`src/rtl/riscv_defines.sv`:
```
// riscv_defines: shared constants and types for the interrupt arbiter slice.
package riscv_defines;

    localparam int unsigned              IRQ_ID_WIDTH = 5;
    localparam logic [IRQ_ID_WIDTH-1:0]  IRQ_NMI_ID   = 5'd31;

    typedef enum logic [1:0] {
        ARB_IDLE,
        ARB_REQ,
        ARB_CLR
    } irq_arb_state_e;

endpackage

```
`src/rtl/riscv_irq_prio_enc.sv`:
```
// riscv_irq_prio_enc: combinational fixed-priority encoder over 32 eligible
// lines. The NMI line beats everything; otherwise the highest index wins.
module riscv_irq_prio_enc
    import riscv_defines::*;
(
    input  logic [31:0]             eligible_i,
    input  logic [IRQ_ID_WIDTH-1:0] nmi_id_i,
    output logic                    valid_o,
    output logic [IRQ_ID_WIDTH-1:0] id_o
);

    // Ascending scan so the last (highest) eligible index is kept, then NMI override.
    always_comb begin
        valid_o = |eligible_i;
        id_o    = '0;
        for (int i = 0; i < 32; i++) begin
            if (eligible_i[i]) id_o = IRQ_ID_WIDTH'(i);
        end
        if (eligible_i[nmi_id_i]) id_o = nmi_id_i;
    end

endmodule

```
`src/rtl/riscv_irq_arbiter.sv`:
```
// riscv_irq_arbiter: collects raw interrupt lines, keeps edge lines pending
// until acknowledged, masks by enable (NMI exempt) and issues one stable
// request at a time towards the core interrupt controller.
// Optional build macro RISCV_IRQ_ARB_SYNC_EN inserts a 2-flop synchronizer
// on irq_lines_i (line-to-request latency 3 cycles instead of 1).
module riscv_irq_arbiter
    import riscv_defines::*;
#(
    parameter int unsigned             NUM_IRQ   = 32,
    parameter logic [31:0]             EDGE_MASK = 32'hFFFF_0000,
    parameter logic [IRQ_ID_WIDTH-1:0] NMI_ID    = IRQ_NMI_ID
) (
    input  logic                    clk,
    input  logic                    rst_n,
    input  logic [NUM_IRQ-1:0]      irq_lines_i,
    input  logic [NUM_IRQ-1:0]      irq_en_i,
    input  logic [NUM_IRQ-1:0]      irq_sec_lines_i,
    output logic                    irq_o,
    output logic [IRQ_ID_WIDTH-1:0] irq_id_o,
    output logic                    irq_sec_o,
    input  logic                    irq_ack_i,
    input  logic [IRQ_ID_WIDTH-1:0] irq_ack_id_i,
    output logic [NUM_IRQ-1:0]      irq_pending_o
);

    localparam logic [NUM_IRQ-1:0] EDGE_M = EDGE_MASK[NUM_IRQ-1:0];

    logic [NUM_IRQ-1:0]      lines_s;
    logic [NUM_IRQ-1:0]      hist_q;
    logic [NUM_IRQ-1:0]      pend_edge_q;
    logic [NUM_IRQ-1:0]      pend_edge_d;
    logic [NUM_IRQ-1:0]      rise;
    logic [NUM_IRQ-1:0]      pending;
    logic [NUM_IRQ-1:0]      nmi_mask;
    logic [NUM_IRQ-1:0]      ack_clr;
    logic [31:0]             elig_full;
    logic [31:0]             sec_full;
    logic                    ack_hit;
    logic                    win_vld;
    logic [IRQ_ID_WIDTH-1:0] win_id;
    logic [IRQ_ID_WIDTH-1:0] id_q;
    logic                    sec_q;
    logic                    irq_q;
    irq_arb_state_e          state_q;

`ifdef RISCV_IRQ_ARB_SYNC_EN
    logic [NUM_IRQ-1:0] sync1_q;
    logic [NUM_IRQ-1:0] sync2_q;

    // Two-stage synchronizer for asynchronous peripheral lines.
    always_ff @(posedge clk or negedge rst_n) begin
        if (!rst_n) begin
            sync1_q <= '0;
            sync2_q <= '0;
        end else begin
            sync1_q <= irq_lines_i;
            sync2_q <= sync1_q;
        end
    end

    assign lines_s = sync2_q;
`else
    assign lines_s = irq_lines_i;
`endif

    // A fresh rising edge counts as pending in the same cycle so edge and
    // level lines share the same request latency.
    assign rise        = lines_s & ~hist_q & EDGE_M;
    assign pending     = (pend_edge_q & EDGE_M) | rise | (lines_s & ~EDGE_M);
    assign pend_edge_d = (pend_edge_q & ~ack_clr) | rise;
    assign ack_hit     = (state_q == ARB_REQ) && irq_ack_i && (irq_ack_id_i == id_q);

    // Per-line NMI exemption and the one-hot clear produced by a matching ack.
    always_comb begin
        nmi_mask = '0;
        ack_clr  = '0;
        for (int i = 0; i < NUM_IRQ; i++) begin
            if (NMI_ID == IRQ_ID_WIDTH'(i)) nmi_mask[i] = 1'b1;
            if (ack_hit && (id_q == IRQ_ID_WIDTH'(i))) ack_clr[i] = 1'b1;
        end
    end

    // Widen to the full ID space; unused IDs stay zero and can never win.
    always_comb begin
        elig_full                = '0;
        sec_full                 = '0;
        elig_full[NUM_IRQ-1:0]   = pending & (irq_en_i | nmi_mask);
        sec_full[NUM_IRQ-1:0]    = irq_sec_lines_i;
    end

    riscv_irq_prio_enc u_prio_enc (
        .eligible_i (elig_full),
        .nmi_id_i   (NMI_ID),
        .valid_o    (win_vld),
        .id_o       (win_id)
    );

    // Edge-detect history and sticky edge pending bits (set beats clear).
    always_ff @(posedge clk or negedge rst_n) begin
        if (!rst_n) begin
            hist_q      <= '0;
            pend_edge_q <= '0;
        end else begin
            hist_q      <= lines_s;
            pend_edge_q <= pend_edge_d;
        end
    end

    // Request FSM: latch a winner, hold it until ack or withdraw, then a
    // one-cycle gap so a level source can drop before re-arbitration.
    always_ff @(posedge clk or negedge rst_n) begin
        if (!rst_n) begin
            state_q <= ARB_IDLE;
            irq_q   <= 1'b0;
            id_q    <= '0;
            sec_q   <= 1'b0;
        end else begin
            case (state_q)
                ARB_IDLE: begin
                    if (win_vld) begin
                        id_q    <= win_id;
                        sec_q   <= sec_full[win_id];
                        irq_q   <= 1'b1;
                        state_q <= ARB_REQ;
                    end
                end
                ARB_REQ: begin
                    if (ack_hit) begin
                        irq_q   <= 1'b0;
                        state_q <= ARB_CLR;
                    end else if (!elig_full[id_q]) begin
                        irq_q   <= 1'b0;
                        state_q <= ARB_IDLE;
                    end
                end
                ARB_CLR: begin
                    state_q <= ARB_IDLE;
                end
                default: begin
                    irq_q   <= 1'b0;
                    state_q <= ARB_IDLE;
                end
            endcase
        end
    end

    assign irq_o         = irq_q;
    assign irq_id_o      = id_q;
    assign irq_sec_o     = sec_q;
    assign irq_pending_o = pending;

endmodule

```
`config.mk`:
```
export PLATFORM = sky130hd
export DESIGN_NAME = riscv_irq_arbiter
export DESIGN_NICKNAME = d
export VERILOG_FILES = /design/src/rtl/riscv_defines.sv /design/src/rtl/riscv_irq_prio_enc.sv /design/src/rtl/riscv_irq_arbiter.sv
export SDC_FILE = /design/constraint.sdc
export NUM_CORES = 1
export LEC_CHECK = 0
export BUFFER_PORTS_ARGS = -buffer_cell sky130_fd_sc_hd__buf_2
export CAP_MARGIN = 20
export CORE_AREA = 5 5 87 89
export CTS_BUF_LIST = sky130_fd_sc_hd__clkbuf_16
export DETAILED_ROUTE_END_ITERATION = 8
export DIE_AREA = 0 0 92 94
export GPL_TIMING_DRIVEN = 1
export PLACE_DENSITY = 0.77
export REMOVE_ABC_BUFFERS = 1
export SLEW_MARGIN = 20
export SYNTH_ARGS = -nofsm -noshare
export SYNTH_HDL_FRONTEND = slang
export SYNTH_SLANG_ARGS = --single-unit
```
`constraint.sdc`:
```
create_clock -name clk -period 7.48 [get_ports clk]
set_input_delay 0.374 -clock clk [delete_from_list [all_inputs] [get_ports clk]]
set_output_delay 0.374 -clock clk [all_outputs]
set_load 0.05 [all_outputs]
```
== Yosys cells after proc, flatten, opt, wreduce, memory -nomap -nowiden ==
Index checks and enable logic that the tools add are counted.

* $lt $le $gt $ge: 2
* Eq/ne operators: 36
* Muxes and demuxes: 75
* Bitwise gates (word level): 9
* Reductions and logical operators: 40

{| class="wikitable"
|+ Operators by type and width
! cell !! count
|-
| $and 32x32->32 || 3
|-
| $eq 5x5->1 const B || 16
|-
| $mux 5 || 16
|-
| $not 32->32 || 2
|-
| $or 32x32->32 || 2
|-
| $eq 5x4->1 const B || 8
|-
| $mux 1 || 38
|-
| $logic_and 1x1->1 || 34
|-
| $mux 4 || 8
|-
| $or 32x16->32 || 1
|-
| $reduce_or 32->1 || 1
|-
| $eq 5x3->1 const B || 4
|-
| $lt 5x6->1 const B || 2
|-
| $mux 3 || 4
|-
| $bmux 1 s5 || 2
|-
| $eq 5x2->1 const B || 2
|-
| $mux 2 || 5
|-
| $eq 5x1->1 const B || 1
|-
| $eq 5x5->1 || 1
|-
| $logic_not 5->1 || 1
|-
| $pmux 2 s2 || 1
|-
| $reduce_and 2->1 || 2
|-
| $ne 3x3->1 const B || 1
|-
| $pmux 1 s3 || 1
|-
| 6 further kinds || 6
|}

* Flip-flop bits (word level): 73
* Input port bits: 104
* Logic and storage cells: 168

== Logic depth before layout (Yosys ltp) ==
Gate-level depths: netlist of the first run.

* Depth in word-level cells: 38
* Depth in mapped cells: 13
* Depth with buffers taken out: 11

== Cells and area by module ==
From an unflattened synthesis of the first run, not the netlist that was laid out.

* Cell total of the unflattened synthesis: 364
* Area total of the unflattened synthesis: 3,448.3 um^2

{| class="wikitable"
|+ Modules (own cells, without submodules)
! module !! times used !! cells each !! area each (um^2) !! sequential area each (um^2)
|-
| riscv_irq_arbiter || 1 || 267 || 2,596.2 || 1,026.0
|-
| riscv_irq_prio_enc || 1 || 97 || 852.1 || 0.0
|}

== Least setup slack after synthesis of the first run ==
Ideal clock, no wire load.

* Kind: reg2reg
* From: register hist_q[29]
* To: register sec_q, in the netlist irq_sec_o
* Setup time: 139 ps
* Arrival time: 2,640 ps
* Setup slack: 4,701 ps
* Stages on the path, launching flop included: 14
* Clock period less this slack: 2,779 ps
* Cells stage by stage: dfrtp_1 nand2b_1 nand2b_1 nand2_1 a221oi_2 o21ai_1 o211ai_2 buf_6 buf_12 mux2i_1 mux2i_1 mux2_2 o211ai_1 o311ai_2

* Word-level cells in the longest chain between the ends: 10
* Elaborated cells between the ends (all ways): 12
* Those cells by class: mux: 5; bitwise: 5; reduce/logical: 2

{| class="wikitable"
|+ Ends and longest elaborated chain
! what !! line !! RTL
|-
| from (decl) || riscv_irq_arbiter.sv:29 || <nowiki>logic [NUM_IRQ-1:0] hist_q;</nowiki>
|-
| from (signal assigned) || riscv_irq_arbiter.sv:104 || <nowiki>hist_q <= lines_s;</nowiki>
|-
| $not 32->32 (*) || riscv_irq_arbiter.sv:68 || <nowiki>assign rise = lines_s & ~hist_q & EDGE_M;</nowiki>
|-
| $and 32x32->32 (*) || riscv_irq_arbiter.sv:68 ||
|-
| $or 32x32->32 (*) || riscv_irq_arbiter.sv:69 || <nowiki>assign pending = (pend_edge_q & EDGE_M) | rise | (lines_s & ~EDGE_M);</nowiki>
|-
| $or 32x16->32 (*) || riscv_irq_arbiter.sv:69 ||
|-
| named net irq_pending_o[29] || riscv_irq_arbiter.sv:23 || <nowiki>output logic [NUM_IRQ-1:0] irq_pending_o</nowiki>
|-
| $and 32x32->32 (*) || riscv_irq_arbiter.sv:87 || <nowiki>elig_full[NUM_IRQ-1:0] = pending & (irq_en_i | nmi_mask);</nowiki>
|-
| $mux 5 (2 in series) || riscv_irq_prio_enc.sv:17 || <nowiki>if (eligible_i[i]) id_o = IRQ_ID_WIDTH'(i);</nowiki>
|-
| $mux 5 || riscv_irq_prio_enc.sv:19 || <nowiki>if (eligible_i[nmi_id_i]) id_o = nmi_id_i;</nowiki>
|-
| $bmux 1 s5 || riscv_irq_arbiter.sv:122 || <nowiki>sec_q <= sec_full[win_id];</nowiki>
|-
| $mux 1 (not written as such) || riscv_irq_arbiter.sv:122 ||
|-
| to (signal assigned) || riscv_irq_arbiter.sv:122 ||
|-
| to (decl) || riscv_irq_arbiter.sv:42 || <nowiki>logic sec_q;</nowiki>
|}

The timed path passes the listed nets; every way through them passes the cells marked *. The select of a mux whose other input is x is not followed.
A chain may end at the register's enable or synchronous reset.

== Worst setup path in the final report of the first run ==
* From: register pend_edge_q[24]
* To: register sec_q, in the netlist irq_sec_o

* Word-level cells in the longest chain between the ends: 13
* Elaborated cells between the ends (all ways): 15
* Those cells by class: mux: 10; bitwise: 3; reduce/logical: 2

{| class="wikitable"
|+ Ends and longest elaborated chain
! what !! line !! RTL
|-
| from (decl) || riscv_irq_arbiter.sv:30 || <nowiki>logic [NUM_IRQ-1:0] pend_edge_q;</nowiki>
|-
| from (signal assigned) || riscv_irq_arbiter.sv:105 || <nowiki>pend_edge_q <= pend_edge_d;</nowiki>
|-
| $or 32x32->32 (*) || riscv_irq_arbiter.sv:69 ||
|-
| $or 32x16->32 (*) || riscv_irq_arbiter.sv:69 ||
|-
| $and 32x32->32 (*) || riscv_irq_arbiter.sv:87 ||
|-
| $mux 5 (7 in series) || riscv_irq_prio_enc.sv:17 ||
|-
| $mux 5 || riscv_irq_prio_enc.sv:19 ||
|-
| $bmux 1 s5 || riscv_irq_arbiter.sv:122 ||
|-
| $mux 1 (not written as such) || riscv_irq_arbiter.sv:122 ||
|}

Every way passes the cells marked *; elsewhere a longest branch is shown, timed or not. The select of a mux whose other input is x is not followed.

==> flow_summary.json, run 1 <==
{
  "grt_pass1_vias": 2893,
  "grt_max_degree": 42,
  "slew_headroom": 0.2905,
  "drive_above_1_share": 0.3995,
  "ys_seq_elements": 41,
  "wirelength_um": 8169,
  "post-place-ws_ps": 4294,
  "hold_buffers": 0,
  "synth_top_cell_by_area": "dfrtp_1",
  "grt_pass1_wl_um": 13210,
  "wl_per_cell_um": 15.77,
  "vdd_drop_max_mv": 0.1408,
  "rsz0062_at_grt": "no",
  "finalNetCount": 541,
  "cts_tree": "yes",
  "htree_num_levels": 2,
  "wl_met1_um": 3213,
  "synthMostInstantiatedCell": "nand2_1",
  "initial_utilization": 0.4393,
  "syn_to_final_growth_pct": 27.02,
  "startpoint": "pend_edge_q[24]",
  "root_buffer": "clkbuf_16",
  "grt.total_usage": 0.1876,
  "n_fill_cell": 610,
  "core-area_um2": 6681,
  "critPathKind": "reg2reg",
  "synth_area_leaders": "dfrtp_1, mux2i_1, nand2_1",
  "status": "completed",
  "tns_ps": 0,
  "finalCritPeriodShare": 0.4040,
  "numClockSinks": 41,
  "synth-edff-count": 0,
  "p_per_area_nw_per_um2": 205.7,
  "worst-path-max-fanout": 17,
  "cts_setup_buffers": 0,
  "grt.overflow.total": 0,
  "syn-cell-area_um2": 2935,
  "hold_start": "irq_lines_i[31]",
  "dp.final_hpwl_um": 6726,
  "p_leak_nw": 1.766,
  "start_kind": "flip-flop",
  "skew_ps": 3.410,
  "yosysSeqAreaShare": 0.3495,
  "synth_commonest_cells": "nand2_1, dfrtp_1, nand2b_1",
  "min_period_ps": 3022,
  "clk_pin_slew_worst_paths_ps": 60,
  "instances_no_fill": 518,
  "synth-main-ff-cell": "dfrtp_1",
  "antenna_found_initial": 0,
  "drt_iter0_drc": 88,
  "drv_slew": 0,
  "port_buffers": 141,
  "maxCapViolCount": 0,
  "die_area_um2": 8648,
  "gp_congestion": 0.8358,
  "fmax_mhz": 330.9,
  "die_h_um": 94,
  "crit_path_end_kind": "flip-flop",
  "ys_async_sr_fraction": 1.000,
  "ys_warn_count": 0,
  "drtPass1Iterations": 4,
  "route.vias.total": 2790,
  "clk_latency_ps": 280,
  "r2r-start": "pend_edge_q[24]",
  "synth_area_per_cell_um2": 9.318,
  "synth.distinct_cells": 52,
  "io_pins": 143,
  "cts.path.max_buffers": 2,
  "ctsResizeCount": 0,
  "worstPathRequired_ps": 7610,
  "power.total_mw": 0.7670,
  "placedCellCount": 510,
  "rows": 30,
  "final_antenna_net_count": 0,
  "whs_ps": 214.6,
  "drc_errors": 0,
  "wl_met2_um": 4252,
  "synth_cells": 315,
  "yosysTopAreaCellShare": 0.3495,
  "rrSetupSlack_ps": 4460,
  "regArea_um2": 1026,
  "vias_per_cell": 5.386,
  "worst_slew_pin_slew_ps": 1061,
  "hold_viol": 0,
  "worst_slack_ps": 4458,
  "min_path_type": "in2reg",
  "arrival_ps": 3150,
  "top_layer": "met4",
  "dr_wl_met3_um": 559,
  "final-setup-viol-count": 0,
  "dieWidth_um": 92,
  "diodes": 0,
  "multi_input_area_um2": 1715,
  "numCtsBuffers": 5
}
==> logic make-up (layout without fill, tap and decap cells) <==
family | Yosys count | after routing | synth area share
buffers and inverters | 31 | 154 | 0.06862
AO/OA/AOI/OAI | 57 | 57 | 0.1390
AND/OR/NAND/NOR | 140 | 140 | 0.2421
flip-flops | 41 | 41 | 0.3495
XOR/XNOR | 5 | 5 | 0.01492
multiplexers | 41 | 41 | 0.1858
==> sequential cells by signal, summed over array words and instances, names as in the netlist <==
| name | flops |
|---|---|
| hist_q | 16 |
| irq_id_o | 5 |
| irq_o | 1 |
| irq_sec_o | 1 |
| pend_edge_q | 16 |
| state_q | 2 |
==> power by group <==
group	switching (mW)	total, mW	internal (mW)
Sequential	0.0369	0.281	0.244
Clock	0.0781	0.233	0.155
Combinational	0.156	0.253	0.0978
==> cell usage in the layout (no fill, tap or decap), types with 2 or more instances in the layout <==
| cell type | netlist | routed |
|---|---|---|
| a31oi_1 | 3 | 3 |
| mux2i_1 | 26 | 26 |
| o211ai_1 | 3 | 3 |
| buf_2 | 1 | 141 |
| nor3_1 | 2 | 2 |
| dfrtp_1 | 41 | 41 |
| a22oi_1 | 2 | 2 |
| xnor2_1 | 4 | 4 |
| nand3_1 | 5 | 5 |
| a21oi_1 | 3 | 3 |
| mux2_2 | 4 | 4 |
| nor2_1 | 6 | 6 |
| o21ai_2 | 4 | 4 |
| o21ai_1 | 12 | 12 |
| nor2b_1 | 10 | 10 |
| nand2_1 | 65 | 65 |
| mux4_2 | 10 | 10 |
| nand2b_1 | 33 | 33 |
| clkbuf_16 | 0 | 5 |
| nand3b_1 | 4 | 4 |
| inv_1 | 4 | 5 |
| a32o_1 | 2 | 2 |
| nand4_1 | 8 | 8 |
| o21ai_0 | 14 | 14 |
==> cell type report <==
type                    instances  share of cell area
clock buffers                   5             0.03356
clock inverters                 3             0.01007
inverters                       5            0.005034
multi-input cells             243              0.4601
flip-flops and latches         41              0.2752
well taps                      80             0.02685
repair buffers                141              0.1893
==> worst max-delay path, cell delays in order, from the launching register on <==
cell and delay [ps]:
dfrtp_1 400, o21ai_2 240, inv_2 50, o21ai_0 180, a21boi_0 150, o211ai_2 880
mux2i_1 300, mux2i_1 100, mux2_2 260, o211ai_1 190, o311ai_2 120
==> through the flow <==
stage               area [µm²]  utilization
floorplan                 2753            -
global placement          3566       0.5337
detailed placement        3566       0.5337
CTS                       3729       0.5581
global route              3729       0.5581
finish                    3729       0.5581
==> worst paths after layout <==
| path | cells after the start | end |
|---|---|---|
| hold / removal | 1 | hist_q[31] |
| setup reg to reg | 10 | irq_sec_o |
| setup / recovery | 10 | irq_sec_o |
| min in group asynchronous | 1 | hist_q[29] |
| max in group asynchronous | 1 | hist_q[19] |
| hold reg to reg | 2 | irq_o |
==> metal layers <==
layer	up-vias	global-route usage
li1	1353	-
met1	1326	0.2146
met2	96	0.3473
met5	-	0
met3	15	0.04487
met4	0	0.05322
(Power assumes the default switching activity.)
==> inputs of run 2 (changes only) <==
clock period = 3.1 ns   (was 7.48 ns; I/O delays follow)
==> run 2 against run 1 <==
  * Critical path depth unchanged
  * Clock power up 100%
  * Critical path type unchanged
  * First-iteration DRC count up 86%
  * Final area up 1.1%
  * Non-clock buffer count up 7
  * Power up 130%
  * Utilization up 0.62 points
  * Worst setup slack worse by 4200 ps
  * Highest routed layer unchanged
  * Count of clock-buffer cells in the layout unchanged
  * Global-route usage up 0.46 points
  * Sequential power up 140%
  * Wire length up 3.2%
==> flow_summary.json, run 2 (synthesis results as in run 1) <==
{
  "status": "completed",
  "syn_to_final_growth_pct": 28.43,
  "power.total_mw": 1.782,
  "hold_viol": 0,
  "p_per_area_nw_per_um2": 472.8,
  "root_buffer": "clkbuf_16",
  "clk_latency_ps": 280,
  "whs_ps": 6.184,
  "maxCapViolCount": 0,
  "cts_setup_buffers": 0,
  "final_common_cell": "buf_2",
  "drive_above_1_share": 0.3995,
  "start_kind": "flip-flop",
  "final_antenna_net_count": 0,
  "worst_slack_ps": 282.9,
  "placed_area_um2": 3581,
  "dieWidth_um": 92,
  "clk_pin_slew_worst_paths_ps": 60,
  "critPathMaxStageDelay_ps": 640,
  "p_int_mw": 1.123,
  "worst-path-buf-inv": 1,
  "fmax_mhz": 355.0,
  "clockPowerShare": 0.265,
  "drtPass1Iterations": 4,
  "die_area_um2": 8648,
  "p_switching_mw": 0.6596,
  "grt_max_degree": 42,
  "core-area_um2": 6681,
  "worstPathRequired_ps": 3250,
  "mostFrequentLayoutCells": "buf_2, nand2_1, dfrtp_1",
  "crit_path_end_kind": "flip-flop",
  "die_h_um": 94,
  "grt.total_usage": 0.1923,
  "wirelength_um": 8428,
  "instances_no_fill": 523,
  "grt_pass1_wl_um": 13390,
  "reg2reg_to": "irq_sec_o",
  "rrSetupSlack_ps": 280,
  "vias_per_cell": 5.400,
  "numCtsBuffers": 5,
  "tns_ps": 0,
  "r2r-start": "pend_edge_q[24]",
  "p_leak_nw": 1.789,
  "skew_ps": 3.456,
  "antenna_found_initial": 0,
  "worst-path-max-fanout": 17,
  "drc_errors": 0,
  "critPathKind": "reg2reg",
  "crit_family": "compound AO/OA/AOI/OAI gates",
  "crit_path_top_delay_cell": "o211ai_4",
  "placedCellCount": 512,
  "cts.path.max_buffers": 2,
  "gp_congestion": 0.8354,
  "p_comb_frac": 0.355,
  "min_period_ps": 2817,
  "finalCritPeriodShare": 0.9087,
  "p_seq_frac": 0.380,
  "rows": 30,
  "post-place-ws_ps": 138.6,
  "worst_slew_pin_slew_ps": 906.2,
  "p_sw_frac": 0.3701,
  "grt_pass1_vias": 2927,
  "route.vias.total": 2824,
  "wl_per_cell_um": 16.11,
  "initial_utilization": 0.4393,
  "numClockSinks": 41,
  "utilization": 0.5642,
  "arrival_ps": 2970,
  "rsz0062_at_grt": "no",
  "slew_headroom": 0.3958,
  "htree_num_levels": 2,
  "grt.overflow.total": 0,
  "worstPathCellList": "o21ai_2 > inv_2 > o21ai_0 > a21boi_0 > o211ai_4 > mux2i_1 > mux2i_1 > mux2_2 > o211ai_1 > o311ai_2",
  "vdd_drop_max_mv": 0.3182,
  "r2r.worst_path.cells": 10,
  "n_fill_cell": 609,
  "cts_tree": "yes",
  "finalNetCount": 548,
  "port_buffers": 141,
  "dp.final_hpwl_um": 6807,
  "drt_iter0_drc": 164,
  "drv_slew": 0,
  "final-setup-viol-count": 0,
  "critPathMostFrequentCell": "mux2i_1",
  "io_pins": 143,
  "diodes": 0,
  "min_path_type": "in2async",
  "stdcell_area_um2": 3770
}
## run 2: cell types whose count changed in the layout (fill, tap and decap cells not counted), sizes merged
cell,delta
buf,+2
inv,-1
bufinv,-1
dlygate4sd3,+5
## run 2: power by group through the flow
stage / Clock (mW) / Combinational [mW] / Sequential, mW
after global placement: 0 / 0.615 / 0.681
after CTS: 0.485 / 0.637 / 0.675
after detailed placement: 0 / 0.630 / 0.684
after global routing: 0.515 / 0.685 / 0.686
after floorplan: 0 / 0.272 / 0.771
final: 0.472 / 0.633 / 0.677
## run 2: metal layers
| metal | GRT usage | wire length (µm) | vias up |
|---|---|---|---|
| met5 | 0 | 0 | - |
| met4 | 0.06436 | 113 | 0 |
| met3 | 0.04487 | 606 | 12 |
| met2 | 0.3431 | 4310 | 112 |
| met1 | 0.2274 | 3398 | 1332 |
| li1 | - | - | 1368 |
## run 2: worst register-to-register path, stage by stage (launching register included)
cell	delay, ps
dfrtp_1	390
o21ai_2	230
inv_2	60
o21ai_0	220
a21boi_0	200
o211ai_4	650
mux2i_1	280
mux2i_1	90
mux2_2	260
o211ai_1	180
o311ai_2	120
## run 2: layout make-up
class,instances,area [µm²],area share
Sequential cell,41,1026,0.2722
Clock buffer,5,125.1,0.03319
Timing Repair Buffer,148,770.7,0.2044
Tap cell,80,100.1,0.02655
Inverter,5,18.77,0.004978
Clock inverter,1,5.005,0.001328
Multi-Input combinational cell,243,1724,0.4573
## run 2: how the worst max path moves through the flow
stage / start / end / slack, ps / cells past startpoint
after floorplan: pend_edge_q[29] / irq_id_o[0] / -150 / 7
after global placement: pend_edge_q[24] / irq_sec_o / 270 / 10
after detailed placement: pend_edge_q[24] / irq_sec_o / 140 / 10
after CTS: pend_edge_q[24] / irq_sec_o / 100 / 10
after global routing: irq_lines_i[25] / irq_sec_o / 160 / 13
final: pend_edge_q[24] / irq_sec_o / 280 / 10
## run 2: timing repair
item                       CTS  global route
setup endpoints to repair    0             1
hold buffers                 5             0
hold endpoints to repair     5             0
resized for setup            0             1
